$ cat src/rtl/if_fetch_unit.sv
`timescale 1ns/1ps
// if_fetch_unit: instruction-fetch initiator. Owns the PC, drives the
// combinational instruction ROM and buffers returned words in a 2-entry
// queue that feeds decode over a valid/ready handshake.
//
// Handshake: a head entry moves to decode on a rising edge where
// id_valid_o and id_ready_i are both 1. Once id_valid_o is 1, id_pc_o and
// id_inst_o hold until that transfer or until a redirect flushes the queue.
// id_ready_i may drop at any time.
module if_fetch_unit #(
  parameter logic [31:0] RESET_PC = 32'h0000_0000
) (
  input  logic        clk,
  input  logic        rst,
  output logic        rom_ce_o,
  output logic [31:0] rom_addr_o,
  input  logic [31:0] rom_inst_i,
  input  logic        stall_i,
  input  logic        branch_flag_i,
  input  logic [31:0] branch_target_i,
  output logic        id_valid_o,
  input  logic        id_ready_i,
  output logic [31:0] id_pc_o,
  output logic [31:0] id_inst_o,
  output logic        dbg_state,
  output logic [1:0]  dbg_count
);

  typedef enum logic {
    RST_WAIT = 1'b0,
    FETCH    = 1'b1
  } state_t;

  state_t      state;
  logic [31:0] pc;
  logic [31:0] q_pc   [2];
  logic [31:0] q_inst [2];
  logic        head;
  logic        tail;
  logic [1:0]  count;
  logic        push;
  logic        pop;
  logic        unused_target_bits;

  // Redirect targets are always word aligned; the low bits carry no meaning.
  assign unused_target_bits = ^branch_target_i[1:0];

  assign rom_addr_o = pc;
  assign dbg_state  = state;
  assign dbg_count  = count;

  // Head view comes from the queue registers only; zero when empty.
  assign id_valid_o = (count != 2'd0);
  assign id_pc_o    = id_valid_o ? q_pc[head]   : 32'h0;
  assign id_inst_o  = id_valid_o ? q_inst[head] : 32'h0;

  // Transfer to decode, and acceptance of the word the ROM is returning now.
  assign pop  = id_valid_o & id_ready_i;
  assign push = (state == FETCH) & ~stall_i & ~branch_flag_i &
                ((count != 2'd2) | pop);

  // Two-state controller: wait one edge after reset release, then fetch forever.
  always_ff @(posedge clk or negedge rst) begin
    if (!rst) begin
      state    <= RST_WAIT;
      rom_ce_o <= 1'b0;
    end else begin
      case (state)
        RST_WAIT: begin
          state    <= FETCH;
          rom_ce_o <= 1'b1;
        end
        FETCH: begin
          state    <= FETCH;
          rom_ce_o <= 1'b1;
        end
        default: begin
          state    <= RST_WAIT;
          rom_ce_o <= 1'b0;
        end
      endcase
    end
  end

  // PC and fetch queue: redirect flushes and wins over everything else.
  always_ff @(posedge clk or negedge rst) begin
    if (!rst) begin
      pc        <= RESET_PC;
      head      <= 1'b0;
      tail      <= 1'b0;
      count     <= 2'd0;
      q_pc[0]   <= 32'h0;
      q_pc[1]   <= 32'h0;
      q_inst[0] <= 32'h0;
      q_inst[1] <= 32'h0;
    end else if (state == FETCH) begin
      if (branch_flag_i) begin
        pc    <= {branch_target_i[31:2], 2'b00};
        head  <= 1'b0;
        tail  <= 1'b0;
        count <= 2'd0;
      end else begin
        if (push) begin
          q_pc[tail]   <= pc;
          q_inst[tail] <= rom_inst_i;
          tail         <= ~tail;
          pc           <= pc + 32'd4;
        end
        if (pop) begin
          head <= ~head;
        end
        case ({push, pop})
          2'b10:   count <= count + 2'd1;
          2'b01:   count <= count - 2'd1;
          default: count <= count;
        endcase
      end
    end
  end

endmodule

$ cat config.mk
export PLATFORM = sky130hd
export DESIGN_NAME = if_fetch_unit
export DESIGN_NICKNAME = d
export VERILOG_FILES = /design/src/rtl/if_fetch_unit.sv
export SDC_FILE = /design/constraint.sdc
export NUM_CORES = 1
export LEC_CHECK = 0
export CORE_ASPECT_RATIO = 0.6
export CORE_MARGIN = 2
export CORE_UTILIZATION = 55
export DETAILED_ROUTE_END_ITERATION = 16
export DONT_BUFFER_PORTS = 1
export GPL_TIMING_DRIVEN = 0
export PLACE_DENSITY_LB_ADDON = 0.1
export SLEW_MARGIN = 20
export SYNTH_ARGS = -nofsm -noshare
export SYNTH_HDL_FRONTEND = slang
export SYNTH_SLANG_ARGS = --single-unit
$ cat constraint.sdc
create_clock -name clk -period 2 [get_ports clk]
set_clock_uncertainty 0.1 [all_clocks]
set_input_delay 0.4 -clock clk [delete_from_list [all_inputs] [get_ports clk]]
set_output_delay 0.4 -clock clk [all_outputs]
set_load 0.005 [all_outputs]
* Word-level counts from Yosys, hierarchy flattened
Index checks and enable logic that the tools add are counted.
Word-level totals: input bits 69, flip-flop bits (word level) 165, output and inout port bits 101, word-level logic and storage cells 58
Cells by class: $add $sub $neg 3, $lt $le $gt $ge 3, multiplexer cells 20, reductions and logical operators 9, eq/ne operators 3, bitwise operators 11
Operators by type and width (number):
- 32-bit 2-to-1 mux | 11
- 64-bit bitwise mux | 2
- 32-bit by 3-bit adder with 32-bit output (second input constant) | 1
- 32-bit demux with 1-bit select | 1
- 2-bit AND reduction | 3
- 2-bit nonzero test | 3
- 1-bit AND | 4
- 2-bit >= comparator (second input constant) | 2
- 1-bit 2-to-1 mux | 4
- 1-bit inverter | 4
- 1-bit inverter with 2-bit output | 2
- 2-bit case mux with 2 select lines | 1
- 3-bit AND reduction | 1
- 3-bit nonzero test | 1
- 2-bit by 1-bit adder with 2-bit output (second input constant) | 1
- 2-bit by 1-bit == test with 1-bit output (second input constant) | 1
- 2-bit == test (second input constant) | 1
- 2-bit by 1-bit less-than comparator with 1-bit output (second input constant) | 1
- 2-bit 2-to-1 mux | 1
- 2-bit != test (second input constant) | 1
- 2-bit by 1-bit subtractor with 2-bit output (second input constant) | 1
- 1-bit logical AND | 1
- 1-bit bitwise OR | 1

* Longest topological paths before layout
depth after elaboration 7, depth in mapped cells 8, mapped depth without buffers 6

* Worst setup path after synthesis
No wires, ideal clock.
path kind register -> register, from register count[1], in the netlist dbg_count[1], to register q_pc[61] (netlist bit), setup time 0.128 ns, stages on the path, launching flop included 8, required time 1.772 ns, arrival time 1.846 ns, period minus slack after synthesis 2.074 ns, path buffers 3, slack -0.074 ns, path through dfrtp_1 -> buf_6 -> nor3b_1 -> or3_1 -> buf_4 -> nor2_8 -> buf_8 -> mux2_1
Between the ends: longest elaborated chain between the ends 5, elaborated cells between the ends (all ways) 6, those cells by class eq/ne: 1; bitwise: 3; reduce/logical: 2
Ends and longest elaborated chain:
- from (decl) | line 40 | logic [1:0] count;
- from (signal assigned) | line 113 | 2'b10: count <= count + 2'd1;
- from (signal assigned) | line 114 | 2'b01: count <= count - 2'd1;
- from (signal assigned) | line 115 | default: count <= count;
- 2-bit nonzero test | line 53 | assign id_valid_o = (count != 2'd0);
- 1-bit AND | line 58 | assign pop = id_valid_o & id_ready_i;
- 1-bit bitwise OR * | line 60 | ((count != 2'd2) | pop);
- 1-bit AND * | line 59 | assign push = (state == FETCH) & ~stall_i & ~branch_flag_i &
- 3-bit AND reduction (no source line) *
- to (signal, indexed assignment) | line 104 | q_pc[tail] <= pc;
- to (decl) | line 36 | logic [31:0] q_pc [2];
Mark *: on every way between the ends. The rest lies on a longest branch, timed or not. A chain may end at the register's enable or synchronous reset.

* Final worst setup path
from register count[1], in the netlist dbg_count[1], to register q_inst[43] (netlist bit)
Between the ends: longest elaborated chain between the ends 5, elaborated cells between the ends (all ways) 6, those cells by class eq/ne: 1; bitwise: 3; reduce/logical: 2
Ends and longest elaborated chain:
- 2-bit nonzero test | line 53
- 1-bit AND | line 58
- 1-bit bitwise OR * | line 60
- 1-bit AND * | line 59
- 3-bit AND reduction (no source line) *
- to (signal, indexed assignment) | line 105 | q_inst[tail] <= rom_inst_i;
- to (decl) | line 37 | logic [31:0] q_inst [2];
Marked as above.

==> key figures <==
Outcome
  • Outcome: finished with violations
  • Failing checks: hold timing, setup timing

Worst setup path
  • Type of the worst setup path: reg -> reg
  • Critical Path RT: 2.20 ns
  • Largest delay share family, worst path: simple AND/OR/NAND/NOR gates
  • Worst r2r src: dbg_count[1]$_DFFE_PN0P_
  • Critical path origin: dbg_count[1]$_DFFE_PN0P_
  • Worst-path fanout max: 6
  • CP Launch Type: flop
  • Worst Setup End Kind: flop
  • CP arrival: 2.32 ns
  • Max stage delay on crit path: 0.43 ns
  • CP max-delay cell: dfrtp_1
  • Crit-path cells: buf_6 -> nor3b_4 -> or3_4 -> nor2_8 -> clkbuf_16 -> buf_12 -> mux2_4
  • CP bufs+invs: 3

Die
  • Ports: 170
  • Initial Utilization: 0.5591
  • Row count: 34
  • Core ar.: 14420 µm²
  • DIE HEIGHT: 97.79 µm
  • Area of the die: 15680 µm²
  • Die Width: 160.3 µm

GRT
  • Vias in the first global route: 5877
  • First-pass GRT wire length: 32910 µm
  • Largest net degree at the start of global routing: 160
  • Global route overflow: 0
  • Total track usage: 0.2710
  • Initial antenna violation count: 1

Placement
  • Inst Count DP: 879
  • Placer Congestion: 0.8678
  • Setup Slack @ Placement: -0.4381 ns
  • Number of buffers added on ports: 0
  • Placed Area: 8325 µm²
  • DP HPWL: 13830 µm

Worst hold path
  • Worst min path class: in -> async

Final layout
  • Final net count: 808
  • Share of layout cells above drive strength 1: 0.4088
  • Final design utilization: 0.6998
  • Fillers: 1024
  • Final std cells w/o fill: 950
  • Area Growth Syn to Fin: 25.17%
  • Post-route design area: 10090 µm²

Synthesis
  • Seq/Total Area, Yosys: 0.4935
  • Post-Syn Instances: 678
  • Ys flop type: dfrtp_1
  • Synth warn: 0
  • Async SR Flop Fraction: 1.000
  • Synth Cell Area: 8063 µm²
  • Yosys cell types: 58
  • Post-synth EDFFs: 0
  • Avg Inst Size Synth: 11.89 µm²
  • Synth Register Bits: 159

Route
  • Initial drt markers: 695
  • Routed WL: 21600 µm
  • Drt wl/cell: 22.74 µm
  • First-pass DRT Iterations: 6
  • Antenna viol nets, final: 0
  • Avg Vias per Cell: 6.085
  • Vias post-DR: 5781
  • DRC: 0

Power
  • Pwr dens: 1230 nW/µm²
  • Worst VDD drop: 0.6661 mV
  • Static Leak: 0.004351 µW

Timing
  • Slew margin rel.: 0.5592
  • Final Cycle Share: 1.061
  • Final WS setup: -0.1210 ns
  • Setup-failing EPs final: 157
  • Final min period: 2.121 ns
  • WHS: -0.4288 ns
  • Max Freq: 471.5 MHz
  • Max Slew Vio Count: 0
  • Fin. Hold Viols: 159
  • RSZ-0062 raised after global routing: true
  • Tightest Pin Transition: 0.6612 ns

Clocking
  • CTS tree: done
  • # hold bufs at CTS: 1
  • CTS H-tree lvls: 4
  • Clk_lat worst skew: 0.42 ns
  • Clk root buf: clkbuf_16
  • CTS Sinks: 159
  • CTS buffer count: 17
  • Maximum root-to-sink buffer count: 2
  • Clock-pin slew on the worst setup and hold paths: 0.07 ns

Flow run
  • Maxcap violations: 0
-- cells in the mapped netlist, types with 2 or more instances --
library cell    n  share of area
nand3_1        16         0.0099
and3_1         14          0.011
nand4_1         5         0.0039
nor3b_1         3         0.0028
mux2_4         50          0.093
a2bb2oi_1       3         0.0033
buf_2          12         0.0074
a31oi_1         4         0.0031
inv_1           7         0.0033
buf_12          5          0.012
and2_1          3         0.0023
dfrtp_1       159           0.49
mux2_2         63          0.088
nand3_2         2         0.0025
clkbuf_1       18         0.0084
a41o_1          2         0.0025
o211ai_1        2         0.0019
buf_4           6         0.0056
o22ai_1         9         0.0070
nand2_1        18         0.0084
o22a_1          3         0.0033
nor4_1          4         0.0031
o21ai_0        23          0.014
or4_1           2         0.0019
mux2_1          9          0.013
mux2i_1        65          0.081
a21oi_1        21          0.013
buf_1           4         0.0019
nand2b_1        2         0.0016
conb_1          2        0.00093
buf_6           3         0.0042
a221o_1         2         0.0025
a22oi_1         4         0.0037
a311oi_1        3         0.0033
nor2_1         91          0.042
nor3_1         13         0.0081
o21a_1          4         0.0037
and4_1          2         0.0022
-- path summary, 6_finish.rpt --
check                                         endpoint  depth (start not counted)  slack (ns)
worst max-delay path            q_inst[43]$_DFFE_PN0P_                          7       -0.12
min in group clk                q_inst[56]$_DFFE_PN0P_                          1        0.02
max in group asynchronous         q_pc[54]$_DFFE_PN0P_                          0        1.94
worst min register to register    q_pc[16]$_DFFE_PN0P_                          2        0.39
worst max register to register  q_inst[43]$_DFFE_PN0P_                          7       -0.12
worst min-delay path              q_pc[39]$_DFFE_PN0P_                          0       -0.43
-- layer usage --
layer | vias up | GRT usage | part of all wire
met2 | 288 | 0.3979 | 0.45
met1 | 2896 | 0.3908 | 0.44
met3 | 39 | 0.08581 | 0.088
li1 | 2558 | - | -
met5 | - | 0 | 0
met4 | 0 | 0.07623 | 0.020
-- kinds of logic after synthesis --
| group | share of synthesized area |
|---|---|
| AND/OR/NAND/NOR | 0.1142 |
| flip-flops | 0.4935 |
| XOR/XNOR | 0.001086 |
| multiplexers | 0.2744 |
| adder cells (fa/ha/maj) | 0.001552 |
| buffers and inverters | 0.04547 |
| other | 0.0009314 |
| AO/OA/AOI/OAI | 0.06890 |
-- power breakdown --
part,internal (µW),switching (µW)
clock,2070,1380
combinational,2160,1610
sequential,4340,860
total,8570,3850
-- stage by stage --
step | hold WS [ns] | power [µW] | TNS, ns
floorplan | 0.004409 | 7429 | -3.407
global placement | 0.007724 | 8019 | -51.45
detailed placement | 0.007882 | 8214 | -53.12
CTS | -0.4406 | 12220 | -24.22
global route | -0.4562 | 13120 | -26.87
finish | -0.4288 | 12420 | -12.82
-- area by class of cell --
| cell class | count | area [µm²] | share of cell area |
|---|---|---|---|
| clock buffer | 20 | 456.7 | 0.04525 |
| timing repair buffer | 43 | 526.8 | 0.05219 |
| buffer | 44 | 554.3 | 0.05492 |
| antenna | 1 | 2.502 | 0.0002480 |
| sequential | 159 | 4000 | 0.3964 |
| tap | 198 | 247.7 | 0.02455 |
| inverter | 8 | 30.03 | 0.002975 |
| multi-input combinational | 465 | 4100 | 0.4063 |
| clock inverter | 12 | 173.9 | 0.01723 |
-- what timing repair did --
action / 4_1_cts / 5_1_grt
hold endpoints to repair: 160 / 159
resized for setup: 108 / 99
buffers inserted: 22 / 14
cloned: 2 / 6
pin swaps: 5 / 13
endpoints found under the setup margin: 219 / 217
-- registers in the layout, indices dropped and copies added, names as in the netlist --
| signal | count |
|---|---|
| head | 1 |
| dbg_state | 1 |
| tail | 1 |
| dbg_count | 2 |
| q_pc | 60 |
| rom_addr_o | 30 |
| q_inst | 64 |
-- placed cells by master (no fill, tap or decap), types with 3 or more instances in the layout --
cell / count
buf_6: 13
nor2_1: 70
a21oi_1: 19
nand3_2: 4
o22ai_1: 9
a31oi_1: 3
nor2_4: 4
nand4_1: 5
o22a_1: 3
mux2i_1: 63
nand2_1: 16
nor3_4: 3
clkbuf_1: 6
dfrtp_1: 142
conb_1: 5
nor2_2: 18
nand3_4: 6
buf_12: 10
clkbuf_4: 3
mux2_4: 60
inv_1: 7
mux2_2: 60
buf_4: 31
dfrtp_2: 17
nor4_1: 3
a22oi_1: 4
clkbuf_16: 28
a2bb2oi_1: 3
inv_8: 3
o21a_1: 4
nor3_1: 9
nand3_1: 8
buf_8: 9
and3_1: 13
bufinv_16: 3
o21ai_0: 22
No activity file was read; power rests on OpenSTA's default activity.
